`src/rtl/iic_eeprom_slave.sv`:
```
// I2C responder emulating a 24C32/64-style EEPROM: 2-byte word address, page writes,
// current-address and sequential reads. SDA is driven open-drain via sda_oe.
module iic_eeprom_slave #(
  parameter logic [6:0]  DEV_ADDR = 7'b1010000,
  parameter int unsigned MEM_AW   = 8,
  parameter int unsigned PAGE_AW  = 5
) (
  input  logic sys_clk,
  input  logic sys_rst_n,
  input  logic scl,
  input  logic sda_in,
  output logic sda_oe,
  output logic bus_active,
  output logic wr_pulse,
  output logic nack_sent
);

  typedef enum logic [3:0] {
    StIdle, StDevAddr, StAckDev, StAddrHi, StAckHi, StAddrLo, StAckLo,
    StWrData, StAckWr, StRdData, StRdAck, StRdLoad, StIgnore
  } state_e;

  localparam logic [MEM_AW-1:0] PageMask = MEM_AW'((1 << PAGE_AW) - 1);

  state_e              state_q, state_d;
  logic [1:0]          scl_sync_q, sda_sync_q;
  logic                scl_hist_q, sda_hist_q;
  logic [3:0]          bit_cnt_q, bit_cnt_d;
  logic [6:0]          shift_q, shift_d;
  logic [7:0]          addr_hi_q, addr_hi_d;
  logic [MEM_AW-1:0]   addr_ptr_q, addr_ptr_d;
  logic [7:0]          rd_q, rd_d;
  logic                rw_q, rw_d;
  logic                sda_oe_q, sda_oe_d;
  logic                bus_active_q, bus_active_d;
  logic                wr_pulse_q, wr_pulse_d;
  logic                nack_q, nack_d;
  logic [7:0]          mem_q [2**MEM_AW];

  logic scl_s, sda_s, scl_rise, scl_fall, start_det, stop_det;
  logic shifting, ack_state, byte_done, ack_release, mem_we, load_rd;
  logic [7:0] byte_in, rd_byte;
  logic [MEM_AW-1:0] ptr_page_inc;

  assign scl_s     = scl_sync_q[1];
  assign sda_s     = sda_sync_q[1];
  assign scl_rise  = scl_s & ~scl_hist_q;
  assign scl_fall  = ~scl_s & scl_hist_q;
  // SCL must be stable high across the sample; a simultaneous change counts as data.
  assign start_det = scl_s & scl_hist_q & ~sda_s & sda_hist_q;
  assign stop_det  = scl_s & scl_hist_q & sda_s & ~sda_hist_q;

  assign byte_in      = {shift_q, sda_s};
  assign rd_byte      = mem_q[addr_ptr_q];
  assign ptr_page_inc = ((addr_ptr_q + 1'b1) & PageMask) | (addr_ptr_q & ~PageMask);

  always_ff @(posedge sys_clk or negedge sys_rst_n) begin
    if (!sys_rst_n) begin
      scl_sync_q   <= 2'b11;
      sda_sync_q   <= 2'b11;
      scl_hist_q   <= 1'b1;
      sda_hist_q   <= 1'b1;
      state_q      <= StIdle;
      bit_cnt_q    <= '0;
      shift_q      <= '0;
      addr_hi_q    <= '0;
      addr_ptr_q   <= '0;
      rd_q         <= '0;
      rw_q         <= 1'b0;
      sda_oe_q     <= 1'b0;
      bus_active_q <= 1'b0;
      wr_pulse_q   <= 1'b0;
      nack_q       <= 1'b0;
    end else begin
      scl_sync_q   <= {scl_sync_q[0], scl};
      sda_sync_q   <= {sda_sync_q[0], sda_in};
      scl_hist_q   <= scl_s;
      sda_hist_q   <= sda_s;
      state_q      <= state_d;
      bit_cnt_q    <= bit_cnt_d;
      shift_q      <= shift_d;
      addr_hi_q    <= addr_hi_d;
      addr_ptr_q   <= addr_ptr_d;
      rd_q         <= rd_d;
      rw_q         <= rw_d;
      sda_oe_q     <= sda_oe_d;
      bus_active_q <= bus_active_d;
      wr_pulse_q   <= wr_pulse_d;
      nack_q       <= nack_d;
    end
  end

  // Array contents survive reset.
  always_ff @(posedge sys_clk) begin
    if (mem_we) begin
      mem_q[addr_ptr_q] <= byte_in;
    end
  end

  always_comb begin
    state_d      = state_q;
    bit_cnt_d    = bit_cnt_q;
    shift_d      = shift_q;
    addr_hi_d    = addr_hi_q;
    addr_ptr_d   = addr_ptr_q;
    rd_d         = rd_q;
    rw_d         = rw_q;
    sda_oe_d     = sda_oe_q;
    bus_active_d = bus_active_q;
    wr_pulse_d   = 1'b0;
    nack_d       = 1'b0;
    mem_we       = 1'b0;
    load_rd      = 1'b0;
    shifting     = state_q inside {StDevAddr, StAddrHi, StAddrLo, StWrData};
    ack_state    = state_q inside {StAckDev, StAckHi, StAckLo, StAckWr};
    byte_done    = shifting & scl_rise & (bit_cnt_q == 4'd7);
    // First fall in an ACK state asserts the ACK, the second one ends it.
    ack_release  = ack_state & scl_fall & sda_oe_q;

    if (start_det) begin
      state_d      = StDevAddr;
      bit_cnt_d    = '0;
      sda_oe_d     = 1'b0;
      bus_active_d = 1'b1;
    end else if (stop_det) begin
      state_d      = StIdle;
      bit_cnt_d    = '0;
      sda_oe_d     = 1'b0;
      bus_active_d = 1'b0;
    end else begin
      if (shifting && scl_rise) begin
        shift_d   = byte_in[6:0];
        bit_cnt_d = byte_done ? 4'd0 : bit_cnt_q + 4'd1;
      end
      if (ack_state && scl_fall) begin
        sda_oe_d = ~sda_oe_q;
      end
      unique case (state_q)
        StDevAddr: begin
          if (byte_done) begin
            if (byte_in[7:1] == DEV_ADDR) begin
              rw_d    = byte_in[0];
              state_d = StAckDev;
            end else begin
              nack_d  = 1'b1;
              state_d = StIgnore;
            end
          end
        end
        StAddrHi: begin
          if (byte_done) begin
            addr_hi_d = byte_in;
            state_d   = StAckHi;
          end
        end
        StAddrLo: begin
          if (byte_done) begin
            addr_ptr_d = MEM_AW'({addr_hi_q, byte_in});
            state_d    = StAckLo;
          end
        end
        StWrData: begin
          if (byte_done) begin
            mem_we     = 1'b1;
            wr_pulse_d = 1'b1;
            addr_ptr_d = ptr_page_inc;
            state_d    = StAckWr;
          end
        end
        StAckDev: begin
          if (ack_release) begin
            if (rw_q) begin
              load_rd = 1'b1;
            end else begin
              state_d = StAddrHi;
            end
          end
        end
        StAckHi: if (ack_release) state_d = StAddrLo;
        StAckLo: if (ack_release) state_d = StWrData;
        StAckWr: if (ack_release) state_d = StWrData;
        StRdData: begin
          if (scl_rise) begin
            bit_cnt_d = bit_cnt_q + 4'd1;
          end else if (scl_fall) begin
            if (bit_cnt_q == 4'd8) begin
              sda_oe_d = 1'b0;
              state_d  = StRdAck;
            end else begin
              sda_oe_d = ~rd_q[7];
              rd_d     = {rd_q[6:0], 1'b0};
            end
          end
        end
        StRdAck: begin
          if (scl_rise) begin
            if (!sda_s) begin
              addr_ptr_d = addr_ptr_q + 1'b1;
              state_d    = StRdLoad;
            end else begin
              state_d = StIgnore;
            end
          end
        end
        StRdLoad: if (scl_fall) load_rd = 1'b1;
        StIdle, StIgnore: sda_oe_d = 1'b0;
        default: state_d = StIdle;
      endcase
      // Fetch the byte and drive its MSB on the fall that opens the first data bit.
      if (load_rd) begin
        rd_d      = {rd_byte[6:0], 1'b0};
        sda_oe_d  = ~rd_byte[7];
        bit_cnt_d = '0;
        state_d   = StRdData;
      end
    end
  end

  always_comb begin
    sda_oe     = sda_oe_q;
    bus_active = bus_active_q;
    wr_pulse   = wr_pulse_q;
    nack_sent  = nack_q;
  end

endmodule

```
`config.mk`:
```
export PLATFORM = sky130hd
export DESIGN_NAME = iic_eeprom_slave
export DESIGN_NICKNAME = d
export VERILOG_FILES = /design/src/rtl/iic_eeprom_slave.sv
export SDC_FILE = /design/constraint.sdc
export NUM_CORES = 2
export LEC_CHECK = 0
export CAP_MARGIN = 25
export CORE_ASPECT_RATIO = 1.2
export CORE_MARGIN = 10
export CORE_UTILIZATION = 25
export DETAILED_ROUTE_END_ITERATION = 10
export GPL_ROUTABILITY_DRIVEN = 1
export SETUP_SLACK_MARGIN = 0.15
export SLEW_MARGIN = 30
export SYNTH_ARGS = -nofsm -noshare
export SYNTH_HDL_FRONTEND = slang
export SYNTH_SLANG_ARGS = --single-unit
export TNS_END_PERCENT = 5
```
`constraint.sdc`:
```
create_clock -name sys_clk -period 7.92 [get_ports sys_clk]
set_input_delay 1.584 -clock sys_clk [delete_from_list [all_inputs] [get_ports sys_clk]]
set_output_delay 1.584 -clock sys_clk [all_outputs]
set_load 0.05 [all_outputs]
```
# After elaboration in Yosys (flattened, before gate mapping)
# Memory sizes are Yosys's and may differ from the RTL's.
# Index checks and enable logic that the tools add are counted.
totals:
  reg_bits: 42
  mem_bits_rw: 2048
  inputBits: 4
  output_inout_bits: 4
  word_cells: 151
  n_memories: 1
classes:
  add_sub_neg: 2
  n_eq_ne: 34
  mux: 62
  bitwise_logic: 21
  reduce_logical: 17
memory_table:
  columns: ["name", "words", "width", "rd", "rd_clocked_by_memory_dff", "wr", "line", "source"]
  rows:
  - ["mem_q", 256, 8, 1, 0, 1, "38", "logic [7:0] mem_q [2**MEM_AW];"]
op_table:
  columns: ["operator", "count"]
  rows:
  - ["4-bit two-way mux", 23]
  - ["8-bit two-way mux", 9]
  - ["4-bit case mux with 10 select lines", 1]
  - ["5-bit by 4-bit inequality test with 1-bit output, second input constant", 7]
  - ["1-bit two-way mux", 25]
  - ["4-bit equality test, second input constant", 6]
  - ["8-bit case mux with 3 select lines", 1]
  - ["4-bit by 3-bit equality test with 1-bit output, second input constant", 5]
  - ["5-bit inequality test, second input constant", 4]
  - ["13-bit AND reduction", 1]
  - ["1-bit bitwise AND", 11]
  - ["1-bit NOT", 9]
  - ["8-bit by 1-bit adder with 8-bit output, second input constant", 1]
  - ["4-bit by 2-bit equality test with 1-bit output, second input constant", 2]
  - ["2-bit inequality test, second input constant", 4]
  - ["5-bit by 8-bit OR with 8-bit output", 1]
  - ["4-bit nonzero test", 2]
  - ["7-bit equality test, second input constant", 1]
  - ["7-bit AND reduction", 1]
  - ["6-bit AND reduction", 1]
  - ["2-bit nonzero test", 3]
  - ["5-bit by 1-bit inequality test with 1-bit output, second input constant", 1]
  - ["5-bit AND reduction", 1]
  - ["4-bit by 1-bit adder with 4-bit output, second input constant", 1]
  - ["other kinds (11)", 15]

# Logic depth before layout (Yosys ltp)
logic_depth:
  word_depth: 11
  mapped_depth: 14
  mapped_depth_nobuf: 12

# Worst setup path after synthesis
# Ideal clock, no wire load.
synth_timing:
  path_type: "reg-to-reg"
  startpoint: "register shift_q[4]"
  endpoint: "register state_q[2]"
  setup_ns: 0.124
  arrival_ns: 4.540
  required_ns: 7.796
  slack_ns: 3.256
  path_stages_with_launch: 8
  n_path_buf: 0
  period_less_slack_ns: 4.664
  cell_sequence: "dfrtp_1 > nand4bb_1 > nor4_1 > nand2b_1 > a211oi_1 > a211oi_1 > mux2i_1 > nor2_1"
synth_via:
  elab_chain_len: 7
synth_rtl:
  columns: ["item", "line", "source"]
  rows:
  - ["start: declaration", "29", "logic [6:0] shift_q, shift_d;"]
  - ["start signal: assignment", "81", "shift_q <= shift_d;"]
  - ["7-bit equality test", "141", "if (byte_in[7:1] == DEV_ADDR) begin"]
  - ["4-bit two-way mux", "141", null]
  - ["4-bit two-way mux", "140", "if (byte_done) begin"]
  - ["4-bit case mux with 10 select lines", "138", "unique case (state_q)"]
  - ["4-bit two-way mux", "210", "if (load_rd) begin"]
  - ["4-bit two-way mux", "125", "end else if (stop_det) begin"]
  - ["4-bit two-way mux", "120", "if (start_det) begin"]
  - ["end signal: assignment", "63", "state_q <= StIdle;"]
  - ["end signal: assignment", "79", "state_q <= state_d;"]
  - ["end: declaration", "25", "state_e state_q, state_d;"]
# Every way passes these cells. The select of a mux whose other input is x is not followed.
# A chain may end at the register's enable or synchronous reset.

# Worst setup path after layout
layout_timing:
  startpoint: "register state_q[0]"
  endpoint: "memory mem_q[218][6], enable pin"
layout_via:
  elab_chain_len: 10
  word_cells_on_any_way: 13
  classes_between: "4 x eq/ne; 6 x mux; 2 x bitwise; 1 x reduce/logical"
layout_rtl:
  columns: ["item", "line", "source"]
  rows:
  - ["4-bit by 1-bit equality test with 1-bit output, or another cell as far along", "114", "shifting = state_q inside {StDevAddr, StAddrHi, StAddrLo, StWrData};"]
  - ["4-bit nonzero test", "114", null]
  - ["1-bit bitwise AND (2 in series)", "116", "byte_done = shifting & scl_rise & (bit_cnt_q == 4'd7);"]
  - ["1-bit two-way mux", "163", "if (byte_done) begin"]
  - ["1-bit two-way mux (*)", "138", null]
  - ["1-bit two-way mux (*)", "125", null]
  - ["1-bit two-way mux (*)", "120", null]
  - ["1-bit two-way mux (*)", "95", "if (mem_we) begin"]
  - ["1-bit two-way mux (not written as such) (*)", "96", "mem_q[addr_ptr_q] <= byte_in;"]
  - ["end: declaration", "38", null]
# Mark *: on every way between the ends. The rest lies on a longest branch, timed or not.

==> impl_metrics.py <==
metrics = {
    "worst_setup_path": {
        "start_kind": "register",
        "cp-end-kind": "register",
        "cp_num_buf_inv": 1,
        "cp_max_fo": 25,
        "worst_path_largest_cell_delay_ns": 0.77,
        "worstPathArrival_ns": 5.13,
        "crit_type": "register to register",
        "cpMaxStageDelayCell": "dfrtp_1",
        "crit_family": "simple AND/OR/NAND/NOR gates",
        "path_cells": "and4bb_2 > nand4b_1 > or2_2 > nor3_1 > nand2_1 > buf_4 > nor2_1",
        "cp.required_ns": 8.40,
        "ff2ff_setup_slack_ns": 3.27,
    },
    "global_routing": {
        "grt_pass1_wl_mm": 310,
        "grt_start_max_net_pins": 200,
        "grt-ovfl-total": 0,
        "antenna_found_initial": 4,
        "use_met1_pct": 14.7,
        "met2_usage_pct": 20.3,
        "grt.met3_usage_pct": 1.88,
        "grt_pass1_vias": 41400,
        "busiest_layer": "met2",
        "track_usage_pct": 11.8,
    },
    "placement": {
        "dp_slack_ns": 3.41,
        "place.gp.congestion": 0.834,
        "dp_hpwl_mm": 130,
        "place_inst": 8141,
        "io_buffers": 7,
    },
    "floorplanning": {
        "dieHeight_um": 648,
        "core_area_um2": 327000,
        "initial_core_util_pct": 25.1,
        "die_x_um": 543,
        "dieArea_um2": 352000,
        "ios": 8,
        "num_rows": 230,
    },
    "clock_network": {
        "clock-root-buffer": "clkbuf_16",
        "numCtsBuffers": 195,
        "clock-sinks": 2089,
        "post_cts_buffers": 0,
        "cts-resized-gates": 0,
        "cts_tree": "built",
        "clock_path_buffers": 4,
        "cts_max_level": 4,
        "clk_pin_slew_ns": 0.07,
        "cts_hold_buf": 0,
        "insertion_delay_ns": 0.86,
    },
    "sta": {
        "min_period_over_period_pct": 58.7,
        "hold_viol": 0,
        "rsz0062_at_grt": "no",
        "slew_viol_final": 0,
        "fin_ws_ns": 3.27,
        "finalSetupViolCount": 0,
        "relSlewSlack_pct": 27.9,
        "worst_slew_pin_slew_ns": 1.08,
        "fmax_ghz": 0.215,
        "clock_skew_ns": 0.0739,
        "min_period_ns": 4.65,
        "fin_setup_tns_ns": 0,
    },
    "route": {
        "wl_per_cell_um": 25.2,
        "first_iter_violations": 4207,
        "vias": 40300,
        "firstDrtPassIters": 7,
        "totalWireLength_mm": 214,
        "post_drt_via_cell_ratio": 4.75,
        "drc_errors": 0,
        "ant_nets": 0,
    },
    "synthesis": {
        "syn_inst": 3987,
        "mappedNetlistNets": 3998,
        "netlist_area_um2": 82100,
        "yosys-top-cells-area": "edfxtp_1 (75%), mux4_2 (14%), mux2i_1 (1.8%)",
        "yosys.area.top_type": "edfxtp_1",
        "yosysUniqueCellTypes": 77,
        "synth_top_area_share_pct": 75.0,
        "synthArstFlopShare_pct": 1.96,
        "ys.flop_type": "edfxtp_1",
        "yosysSeqAreaShare_pct": 76.2,
        "ys_ff_latch": 2089,
        "synth_warnings": 0,
        "synth_edf_count": 2048,
        "synth.avg_cell_area_um2": 20.6,
    },
    "layout": {
        "layout-drive-gt1-share_pct": 22.7,
        "area_delta_synth_final_pct": 14.1,
        "seqCellArea_um2": 62600,
        "n_fill_cell": 31800,
        "multi_input_area_um2": 18200,
        "final_core_util_pct": 28.6,
        "stdcell_count": 8490,
        "final_nets": 4060,
    },
    "power": {
        "leakagePower_nw": 27.8,
        "power_density_nw_per_um2": 302,
        "ir_drop_mv": 0.273,
    },
    "run_status": {
        "outcome": "finished clean",
    },
    "min_path": {
        "min_path_type": "register to register",
    },
    "job": {
        "max_cap_viol_count": 0,
    },
}
## cells by family after synthesis
family,Yosys count,synth area share [%]
multiplexers,666,15.8
buffers and inverters,259,1.71
XOR/XNOR,4,0.0427
AND/OR/NAND/NOR,646,3.47
AO/OA/AOI/OAI,315,2.63
flip-flops,2089,76.2
adder cells (fa/ha/maj),8,0.119
## sequential cells by signal (all words and copies together), names as in the netlist
| name | count |
|---|---|
| wr_pulse | 1 |
| addr_ptr_q | 8 |
| mem_q | 2048 |
| rw_q | 1 |
| sda_hist_q | 1 |
| bit_cnt_q | 4 |
| bus_active | 1 |
| sda_oe | 1 |
| rd_q | 7 |
| shift_q | 7 |
| state_q | 4 |
| nack_sent | 1 |
| sda_sync_q | 2 |
| scl_hist_q | 1 |
| scl_sync_q | 2 |
## Yosys cell counts (17+ instances only)
cell type,number
mux4_2,503
nand3_1,51
a21oi_1,60
buf_4,28
nor3_1,29
a22oi_1,43
clkbuf_1,84
nor2b_1,29
a221oi_1,19
mux2i_1,150
a211oi_1,44
dfrtp_1,35
buf_6,22
nand4_1,17
edfxtp_1,2048
o21ai_0,51
buf_2,88
buf_1,17
o22ai_1,20
nand2_1,137
nor2_1,322
## power breakdown
part	internal (mW)	switching [mW]	leakage, nW	total (mW)
Sequential	12.8	0.398	19.6	13.2
Clock	5.29	4.07	3.04	9.36
Combinational	2.13	3.57	5.24	5.70
## area by class of cell
class / instances / share of cell area, %
Clock buffer: 226 / 5.39
Inverter: 16 / 0.0695
Antenna cell: 4 / 0.0107
Tap cell: 4292 / 5.74
Multi-Input combinational cell: 1639 / 19.5
Clock inverter: 116 / 1.30
Timing Repair Buffer: 108 / 1.16
Sequential cell: 2089 / 66.9
## layer usage
metal	part of all wire, %	vias to the layer above
li1	-	16600
met1	39	21700
met2	50	1631
met3	6.7	407
met4	4.6	4
met5	0.0098	-
## worst paths after layout
path / startpoint / to / depth (start not counted)
worst max-delay path: state_q[0]$_DFFE_PN0P_ / mem_q[218][6]$_DFFE_PP_ / 7
worst min-delay path: sda_sync_q[0]$_DFF_PN1_ / sda_sync_q[1]$_DFF_PN1_ / 0
worst max register to register: state_q[0]$_DFFE_PN0P_ / mem_q[218][6]$_DFFE_PP_ / 7
worst min register to register: sda_sync_q[0]$_DFF_PN1_ / sda_sync_q[1]$_DFF_PN1_ / 0
max in group asynchronous: sys_rst_n / addr_ptr_q[0]$_DFFE_PN0P_ / 1
min in group asynchronous: sys_rst_n / state_q[1]$_DFFE_PN0P_ / 1
## cell usage in the layout (no fill, tap or decap), drive strengths merged, types with 6 or more instances in the layout
master	synthesis	final
clkbuf	84	226
a31oi	12	12
ha	7	7
clkinv	1	80
o211ai	13	13
clkinvlp	0	9
a22oi	43	43
o21ai	51	51
nand3	51	51
clkdlybuf4s50	0	6
a221oi	19	19
dfstp	6	6
mux2i	150	150
nor2	322	322
inv	15	21
dfrtp	35	35
buf	159	102
nor3	29	29
o22ai	20	20
mux4	503	503
nand4	17	17
and2	13	13
edfxtp	2048	2048
nor2b	29	29
mux2	13	13
nand2	137	137
a21oi	60	60
a211oi	44	44
bufinv	0	22
nand2b	11	11
## worst register-to-register path, delay by kind of cell, from the launching register on
family                 cells  cell delay [ns]
buffers and inverters      1             0.44
DFF                        1             0.77
and+or+nand+nor            6             3.07
## per-stage QoR
step	total power, mW	instance area (um2)	hold WS, ns
floorplan	17.3	82100	0.345
global placement	19.1	87000	0.351
detailed placement	19.2	87200	0.349
CTS	28.5	93500	0.359
global route	29.2	93600	0.367
finish	28.3	93600	0.358
Note: power is estimated with default switching activity, not from simulation.
